$ cat src/rtl/imm_enc_pkg.sv
// rtl/imm_enc_pkg.sv - widths, output kinds and FSM states shared by the immediate encoder.
package imm_enc_pkg;

  localparam int WORD_W = 16;
  localparam int IMM_W  = 12;

  typedef enum logic [1:0] {
    KIND_SHORT = 2'd0,
    KIND_UPPER = 2'd1,
    KIND_LOWER = 2'd2
  } kind_e;

  typedef enum logic [1:0] {
    ST_IDLE  = 2'd0,
    ST_SHORT = 2'd1,
    ST_UPPER = 2'd2,
    ST_LOWER = 2'd3
  } state_e;

endpackage

$ cat src/rtl/imm_splitter.sv
// rtl/imm_splitter.sv - combinational fit test and hi/lo split of a constant.
module imm_splitter #(
  parameter int WORD_W = 16,
  parameter int IMM_W  = 12
) (
  input  logic [WORD_W-1:0]       i_const,
  output logic                    o_fits,
  output logic [WORD_W-IMM_W-1:0] o_hi,
  output logic [IMM_W-1:0]        o_lo
);

  localparam int HI_W = WORD_W - IMM_W;

  logic [HI_W:0] w_top;

  // Fits when everything above the immediate's sign bit repeats that sign bit.
  assign w_top  = i_const[WORD_W-1:IMM_W-1];
  assign o_fits = (&w_top) | ~(|w_top);
  assign o_lo   = i_const[IMM_W-1:0];
  // The decoder sign-extends lo, so a set lo sign bit borrows one from hi.
  assign o_hi   = i_const[WORD_W-1:IMM_W] + HI_W'(i_const[IMM_W-1]);

endmodule

$ cat src/rtl/imm_encoder.sv
// rtl/imm_encoder.sv - encodes a constant into SHORT or UPPER/LOWER immediate words.
// Optional SHORT encoding is enabled by defining IMM_ENC_SHORT_EN.
module imm_encoder
  import imm_enc_pkg::*;
#(
  parameter int WORD_W = imm_enc_pkg::WORD_W,
  parameter int IMM_W  = imm_enc_pkg::IMM_W
) (
  input  logic              clk,
  input  logic              rst_n,
  input  logic              in_valid,
  output logic              in_ready,
  input  logic [WORD_W-1:0] in_data,
  output logic              out_valid,
  input  logic              out_ready,
  output logic [IMM_W-1:0]  out_imm,
  output logic [1:0]        out_kind,
  output logic              out_last,
  output logic [15:0]       word_count
);

  localparam int HI_W = WORD_W - IMM_W;

  state_e            r_state;
  state_e            w_next;
  logic [WORD_W-1:0] r_const;
  logic [15:0]       r_word_count;
  logic              w_unused_fits;
  logic [HI_W-1:0]   w_hi;
  logic [IMM_W-1:0]  w_lo;
  logic              w_in_acc;
  logic              w_out_acc;

  imm_splitter #(
    .WORD_W (WORD_W),
    .IMM_W  (IMM_W)
  ) u_splitter (
    .i_const (r_const),
    .o_fits  (w_unused_fits),
    .o_hi    (w_hi),
    .o_lo    (w_lo)
  );

`ifdef IMM_ENC_SHORT_EN
  logic [HI_W:0] w_in_top;
  logic          w_in_fits;
  assign w_in_top  = in_data[WORD_W-1:IMM_W-1];
  assign w_in_fits = (&w_in_top) | ~(|w_in_top);
`endif

  assign w_in_acc   = in_valid && in_ready;
  assign w_out_acc  = out_valid && out_ready;
  assign word_count = r_word_count;

  always_comb begin
    w_next    = r_state;
    in_ready  = 1'b0;
    out_valid = 1'b0;
    out_imm   = '0;
    out_kind  = KIND_SHORT;
    out_last  = 1'b0;
    case (r_state)
      ST_IDLE: begin
        in_ready = rst_n;
        if (w_in_acc) begin
`ifdef IMM_ENC_SHORT_EN
          w_next = w_in_fits ? ST_SHORT : ST_UPPER;
`else
          w_next = ST_UPPER;
`endif
        end
      end
`ifdef IMM_ENC_SHORT_EN
      ST_SHORT: begin
        out_valid = 1'b1;
        out_imm   = w_lo;
        out_kind  = KIND_SHORT;
        out_last  = 1'b1;
        if (out_ready) w_next = ST_IDLE;
      end
`endif
      ST_UPPER: begin
        out_valid = 1'b1;
        out_imm   = {{(IMM_W-HI_W){1'b0}}, w_hi};
        out_kind  = KIND_UPPER;
        if (out_ready) w_next = ST_LOWER;
      end
      ST_LOWER: begin
        out_valid = 1'b1;
        out_imm   = w_lo;
        out_kind  = KIND_LOWER;
        out_last  = 1'b1;
        if (out_ready) w_next = ST_IDLE;
      end
      default: w_next = ST_IDLE;
    endcase
  end

  always_ff @(posedge clk or negedge rst_n) begin
    if (!rst_n) begin
      r_state      <= ST_IDLE;
      r_const      <= '0;
      r_word_count <= '0;
    end else begin
      r_state <= w_next;
      if (w_in_acc)  r_const      <= in_data;
      if (w_out_acc) r_word_count <= r_word_count + 16'd1;
    end
  end

endmodule

$ cat config.mk
export PLATFORM = sky130hd
export DESIGN_NAME = imm_encoder
export DESIGN_NICKNAME = d
export VERILOG_FILES = /design/src/rtl/imm_enc_pkg.sv /design/src/rtl/imm_splitter.sv /design/src/rtl/imm_encoder.sv
export SDC_FILE = /design/constraint.sdc
export NUM_CORES = 1
export LEC_CHECK = 0
export BUFFER_PORTS_ARGS = -buffer_cell sky130_fd_sc_hd__buf_4
export CORE_ASPECT_RATIO = 0.6
export CORE_MARGIN = 10
export CORE_UTILIZATION = 43
export DETAILED_ROUTE_END_ITERATION = 8
export GPL_TIMING_DRIVEN = 0
export PLACE_DENSITY = 0.68
export SYNTH_ARGS = -nofsm -noshare
export SYNTH_HDL_FRONTEND = slang
export SYNTH_HIERARCHICAL = 1
export SYNTH_SLANG_ARGS = --single-unit
$ cat constraint.sdc
create_clock -name clk -period 2.1 [get_ports clk]
set_clock_uncertainty 0.1 [all_clocks]
set_input_delay 0.63 -clock clk [delete_from_list [all_inputs] [get_ports clk]]
set_output_delay 0.63 -clock clk [all_outputs]
set_load 0.1 [all_outputs]
Word level (Yosys, flattened, before mapping)
Index checks and enable logic that the tools add are counted.
- flip-flop bits (word level): 34
- bits of input ports: 20
- output and inout bits: 33
- $add $sub $neg: 2
- eq/ne operators: 5
- muxes and demuxes: 9
- reductions and logical operators: 5
- operator list (operator ; number):
    12-bit one-hot mux with 2 select lines ; 1
    16-bit by 1-bit adder with 16-bit output, second input constant ; 1
    2-bit two-way mux ; 3
    2-bit != test, second input constant ; 3
    2-bit one-hot mux with 3 select lines ; 1
    4-bit by 1-bit adder with 4-bit output ; 1
    2-bit == test, second input constant ; 2
    2-bit one-hot mux with 2 select lines ; 1
    1-bit two-way mux ; 3
    3-bit AND reduction ; 1
    1-bit logical AND ; 2
    2-bit logical NOT ; 1
    2-bit OR reduction ; 1

Depth between registers and ports, before layout
Gate-level depths: netlist of the first run.
- depth after elaboration: 5
- gate-level depth with buffers: 7
- mapped depth without buffers: 5

By module
Netlist of the first run, hierarchy kept.
- modules (own cells, without submodules) (module ; times used ; cells each ; area an instance (µm²) ; sequential area each (µm²)):
    imm_encoder ; 1 ; 126 ; 1620.3 ; 850.8
    imm_splitter ; 1 ; 23 ; 176.4 ; 0.0

Worst setup path after synthesis of the first run
No wires, ideal clock.
- path kind: register -> output
- start point: register r_const[11]
- end point: output port out_imm[2]
- arrival: 2335 ps
- data required time: 1370 ps
- slack: -965 ps
- stages on the path, launching flop included: 6
- buffers on the path: 0
- path through: dfrtp_1 ha_1 ha_1 xor2_1 mux2i_1 nor2b_1
- cells in the longest elaborated chain, start to end: 2
- ends and longest elaborated chain (item ; line ; RTL):
    start: declaration ; imm_encoder.sv:26 ; logic [WORD_W-1:0] r_const;
    start signal: assignment ; imm_encoder.sv:106 ; if (w_in_acc) r_const <= in_data;
    4-bit by 1-bit adder with 4-bit output ; imm_splitter.sv:21 ; assign o_hi = i_const[WORD_W-1:IMM_W] + HI_W'(i_const[IMM_W-1]);
    via w_hi[2] ; imm_encoder.sv:29 ; logic [HI_W-1:0] w_hi;
    12-bit one-hot mux with 2 select lines ; imm_encoder.sv:62 ; case (r_state)
    end: declaration ; imm_encoder.sv:16 ; output logic [IMM_W-1:0] out_imm,
The timed path passes the listed nets, and every way through them passes these cells.

Worst setup path after layout of the first run
- start point: register r_const[12]
- end point: output port out_imm[2]
Same word-level chain as after synthesis.

==> results of run 1 <==
## worst max-delay path by stage
| stage | start | end | slack, ns | depth (start not counted) |
|---|---|---|---|---|
| after floorplan | rst_n | r_const[10] | -0.43 | 5 |
| after global placement | rst_n | in_ready | -0.28 | 3 |
| after detailed placement | rst_n | in_ready | -0.31 | 3 |
| after CTS | r_const[12] | out_imm[2] | -0.33 | 6 |
| after global routing | r_const[12] | out_imm[2] | -0.39 | 6 |
| final | r_const[12] | out_imm[2] | -0.30 | 6 |
## what timing repair did
action,in CTS,in global routing
endpoints found under the setup margin,16,14
gates cloned,1,3
gates resized for setup,71,6
buffers inserted,6,1
pin swaps,2,2
## placed cells by master, fill, tap and decap left out, types with 2 or more instances in the layout
master,n
dfrtp_1,26
and3_1,2
buf_12,18
mux2i_1,2
clkbuf_16,3
dfrtp_2,8
buf_6,5
clkbuf_8,5
and2_4,3
mux2_4,9
xnor2_1,10
buf_4,52
nand3_1,8
ha_1,2
nor2b_4,4
xor2_1,8
nand2_1,6
mux2_2,8
nor2_1,6
inv_1,2
and3_4,8
nand3_2,2
ha_4,2
clkbuf_1,3
## layout make-up
cell class	count	area (µm²)	share of cell area (%)
Inverter	2	7.51	0.263
Multi-Input combinational cell	90	883	31.0
Timing Repair Buffer	63	723	25.4
Buffer	19	210	7.37
Tap cell	47	58.8	2.06
Clock buffer	7	76.3	2.68
Clock inverter	1	30.0	1.05
Sequential cell	34	861	30.2
## state kept, by name, summed over array words and instances (netlist names)
name	cells
word_count	16
r_const	16
r_state	2
## metal layers
layer / vias up / part of all wire [%] / GRT usage (%)
met4: 0 / 0.57 / 3.20
li1: 613 / - / -
met3: 4 / 7.4 / 5.36
met5: - / 0 / 0
met2: 39 / 46 / 19.8
met1: 632 / 46 / 16.6
## through the flow
stage	TNS (ns)	worst slack [ns]	utilization [%]
after floorplan	-6.58	-0.426	-
after global placement	-2.62	-0.278	60.8
after detailed placement	-3.80	-0.308	60.8
after CTS	-1.09	-0.331	72.6
after global routing	-1.31	-0.389	74.4
final	-0.958	-0.305	74.4
## critical path, stage by stage (launching register included)
cell and delay (ns):
dfrtp_1 0.42, ha_4 0.19, ha_4 0.15, xor2_1 0.15
mux2i_1 0.23, nor2b_4 0.08, buf_12 0.17
==> flow_metrics.tcl, run 1 <==
set metrics [dict create \
    finalWirelength_um 4720 \
    dp.cells 245 \
    dieArea_mm2 0.00719 \
    drc 0 \
    hp-class "input pin to asynchronous set/reset pin" \
    rows 17 \
    first_pass_iters 4 \
    worstMarginPinSlew_ns 0.363 \
    startpoint_type "flop" \
    timing.fmax_mhz 416 \
    area_growth_pct 60.3 \
    die_h_um 69.8 \
    cts_buffer_depth 2 \
    r2r_start "r_state[1]" \
    gp_congestion 0.713 \
    start_util_pct 46.4 \
    gr-total-overflow 0 \
    crit_fanout 2 \
    ctsHoldBuffers 0 \
    hold_violations 0 \
    dpl-instance-area_mm2 0.00233 \
    grt_max_degree 36 \
    required_ns 1.37 \
    antenna_found_initial 0 \
    num-fill-cells 244 \
    synthCells 146 \
    violations "negative setup slack" \
    vias 1288 \
    die_w_um 103 \
    endpoint_kind "output pin" \
    relSlewSlack_pct 75.7 \
    setup_viol 4 \
    cts_tree "done" \
    wl_per_cell_um 17.9 \
    rsz0062_at_grt "true" \
    synth.cell_area_mm2 0.00178 \
    hpwl_um 3180 \
    grtUsageTotal_pct 13.0 \
    num_io_pins 53 \
    numCtsBuffers 5 \
    avgViaCountPerCell 4.90 \
    slew_violations 0 \
    clock-sinks 34 \
    core-area_mm2 0.00383 \
    grt_pass1_vias 1402 \
    cap_violations 0 \
    finalWorstSetupSlack_ns -0.305 \
    finalCriticalPeriod_ns 2.40 \
    reg2reg_to "r_const[9]" \
    stdcell_count 263 \
    synth_area_per_cell_um2 12.2 \
    r2r_slack_ns 0.29 \
    path_clk_slew_ns 0.08 \
    reg2regPathDepth 6 \
    h-tree-depth 2 \
    synth_fp_nets 170 \
    drive_gt1_share_pct 63.0 \
    portBuffers 52 \
    ys.warnings.count 6 \
    design_area_mm2 0.00285 \
    nets 239 \
    worst-setup-path-type "flop to output pin" \
    status "finished with violations" \
    clk_latency_ns 0.29 \
    cts_root_buf "clkbuf_8" \
    arrival_ns 1.67 \
    grt_first_pass_wirelength_um 7290 \
    drtAntennaViolNets 0 \
    holdWs_ns 0.0381 \
    first_iter_violations 64 \
    diodes 0 \
    period_share_pct 115 \
]
Power of run 1 is not shown: default switching activity piles up to over one toggle a cycle in this logic, so the estimate is an artifact.
==> run 2, diff against run 1 <==
==> constraint.sdc (replaced) <==
create_clock -name clk -period 2.1 [get_ports clk]
set_clock_uncertainty 0.1 [all_clocks]
set_input_delay 0.42 -clock clk [delete_from_list [all_inputs] [get_ports clk]]
set_output_delay 0.42 -clock clk [all_outputs]
set_load 0.1 [all_outputs]
==> run 2 against run 1 <==
The run still ends with negative setup slack left. Cell count shrank 1.9%. Sequential cell count unchanged. First-iteration DRC count fell by 23%. Critical path depth is the same. Non-clock buffer count fell by 4. Register-to-register slack better by 0.09 ns. Critical endpoint unchanged. Global-route usage fell by 0.88 points. Highest routed layer unchanged. Sequential share of layout area increased by 3.8 points. Routed wire length down 10%. Cell area decreased by 11%. Utilization decreased by 8.2 points. Critical path type unchanged. Die area did not move.
==> flow_metrics.tcl, run 2 (same netlist as run 1, synthesis figures left out) <==
set metrics [dict create \
    status "finished with violations" \
    violations "negative setup slack" \
    finalWirelength_um 4230 \
    antenna_found_initial 0 \
    mostFrequentLayoutCells "buf_4 (57), dfrtp_1 (26), xnor2_1 (10)" \
    worst-setup-path-type "flop to output pin" \
    worstMarginPinSlew_ns 0.823 \
    finalCriticalPeriod_ns 2.22 \
    rows 17 \
    path_clk_slew_ns 0.06 \
    tns_ns -0.120 \
    core-area_mm2 0.00383 \
    endpoint_kind "output pin" \
    setup_viol 1 \
    wl_per_cell_um 16.4 \
    first_pass_iters 3 \
    period_share_pct 106 \
    drtAntennaViolNets 0 \
    final_common_cell "buf_4" \
    area_growth_pct 42.6 \
    hpwl_um 3150 \
    min-delay-start "out_ready" \
    clk_latency_ns 0.28 \
    r2r_start "r_state[1]" \
    start_util_pct 46.4 \
    rsz0062_at_grt "true" \
    diodes 0 \
    cts_root_buf "clkbuf_8" \
    numCtsBuffers 5 \
    cts_tree "done" \
    vias 1237 \
    drc 0 \
    stdcell_count 258 \
    drive_gt1_share_pct 57.3 \
    die_h_um 69.8 \
    cap_violations 0 \
    die_w_um 103 \
    crit_start "r_const[12]" \
    num-fill-cells 298 \
    arrival_ns 1.70 \
    avgViaCountPerCell 4.79 \
    place_ws_ns -0.147 \
    grt_first_pass_wirelength_um 6760 \
    gr-total-overflow 0 \
    dieArea_mm2 0.00719 \
    cts_buffer_depth 2 \
    hp-class "input pin to flop" \
    clock-sinks 34 \
    crit_fanout 2 \
    first_iter_violations 49 \
    portBuffers 52 \
    design_area_mm2 0.00253 \
    h-tree-depth 2 \
    nets 235 \
    required_ns 1.58 \
    timing.fmax_mhz 451 \
    relSlewSlack_pct 44.9 \
    dp.cells 245 \
    slew_violations 0 \
    grtUsageTotal_pct 12.1 \
    finalWorstSetupSlack_ns -0.120 \
    startpoint_type "flop" \
    grt_pass1_vias 1318 \
    gp_congestion 0.737 \
    num_io_pins 53 \
    dpl-instance-area_mm2 0.00227 \
    grt_max_degree 18 \
    hold_violations 0 \
]
-- run 2: stage by stage --
| stage | hold WS [ns] | util (%) |
|---|---|---|
| 2_1_floorplan | 0.0244 | - |
| 3_3_place_gp | 0.294 | 59.3 |
| 5_1_grt | 0.249 | 66.2 |
| 3_5_place_dp | 0.301 | 59.3 |
| 6_report | 0.252 | 66.2 |
| 4_1_cts | 0.241 | 65.0 |
-- run 2: routing by layer --
layer  global-route usage [%]  vias to the layer above  share of wire (%)
met3                     4.76                        7                6.9
li1                         -                      606                  -
met4                     5.02                        0                1.6
met1                     15.9                      594                 48
met2                     17.1                       30                 44
met5                        0                        -                  0
-- run 2: what timing repair did --
item                                    CTS  global route
pin swaps                                 1             0
resized for setup                        25             9
endpoints found under the setup margin   15            11
hold buffers                              2             0
buffers inserted                          3             1
hold endpoints to repair                 17             0
-- run 2: final timing paths --
check,depth (start not counted),endpoint,slack (ns)
worst max-delay path,6,out_imm[2],-0.12
worst min-delay path,2,r_state[1],0.25
worst max register to register,6,r_const[8],0.38
worst min register to register,1,word_count[15],0.37
max in group asynchronous,2,word_count[2],0.64
min in group asynchronous,2,word_count[3],0.68
-- run 2: layout make-up --
class / instances / area, µm² / area share, %
Clock buffer: 7 / 76.3 / 3.01
Sequential cell: 34 / 861 / 34.0
Multi-Input combinational cell: 90 / 832 / 32.8
Timing Repair Buffer: 58 / 520 / 20.5
Buffer: 20 / 179 / 7.06
Tap cell: 47 / 58.8 / 2.32
Inverter: 2 / 7.51 / 0.296
-- run 2: critical path: stages (launching register included) --
cell and delay (ns):
dfrtp_1 0.41, ha_4 0.19, ha_4 0.15, xor2_1 0.17
mux2i_1 0.11, nor2b_2 0.19, buf_12 0.20
Power of run 2 is left out for the same reason.
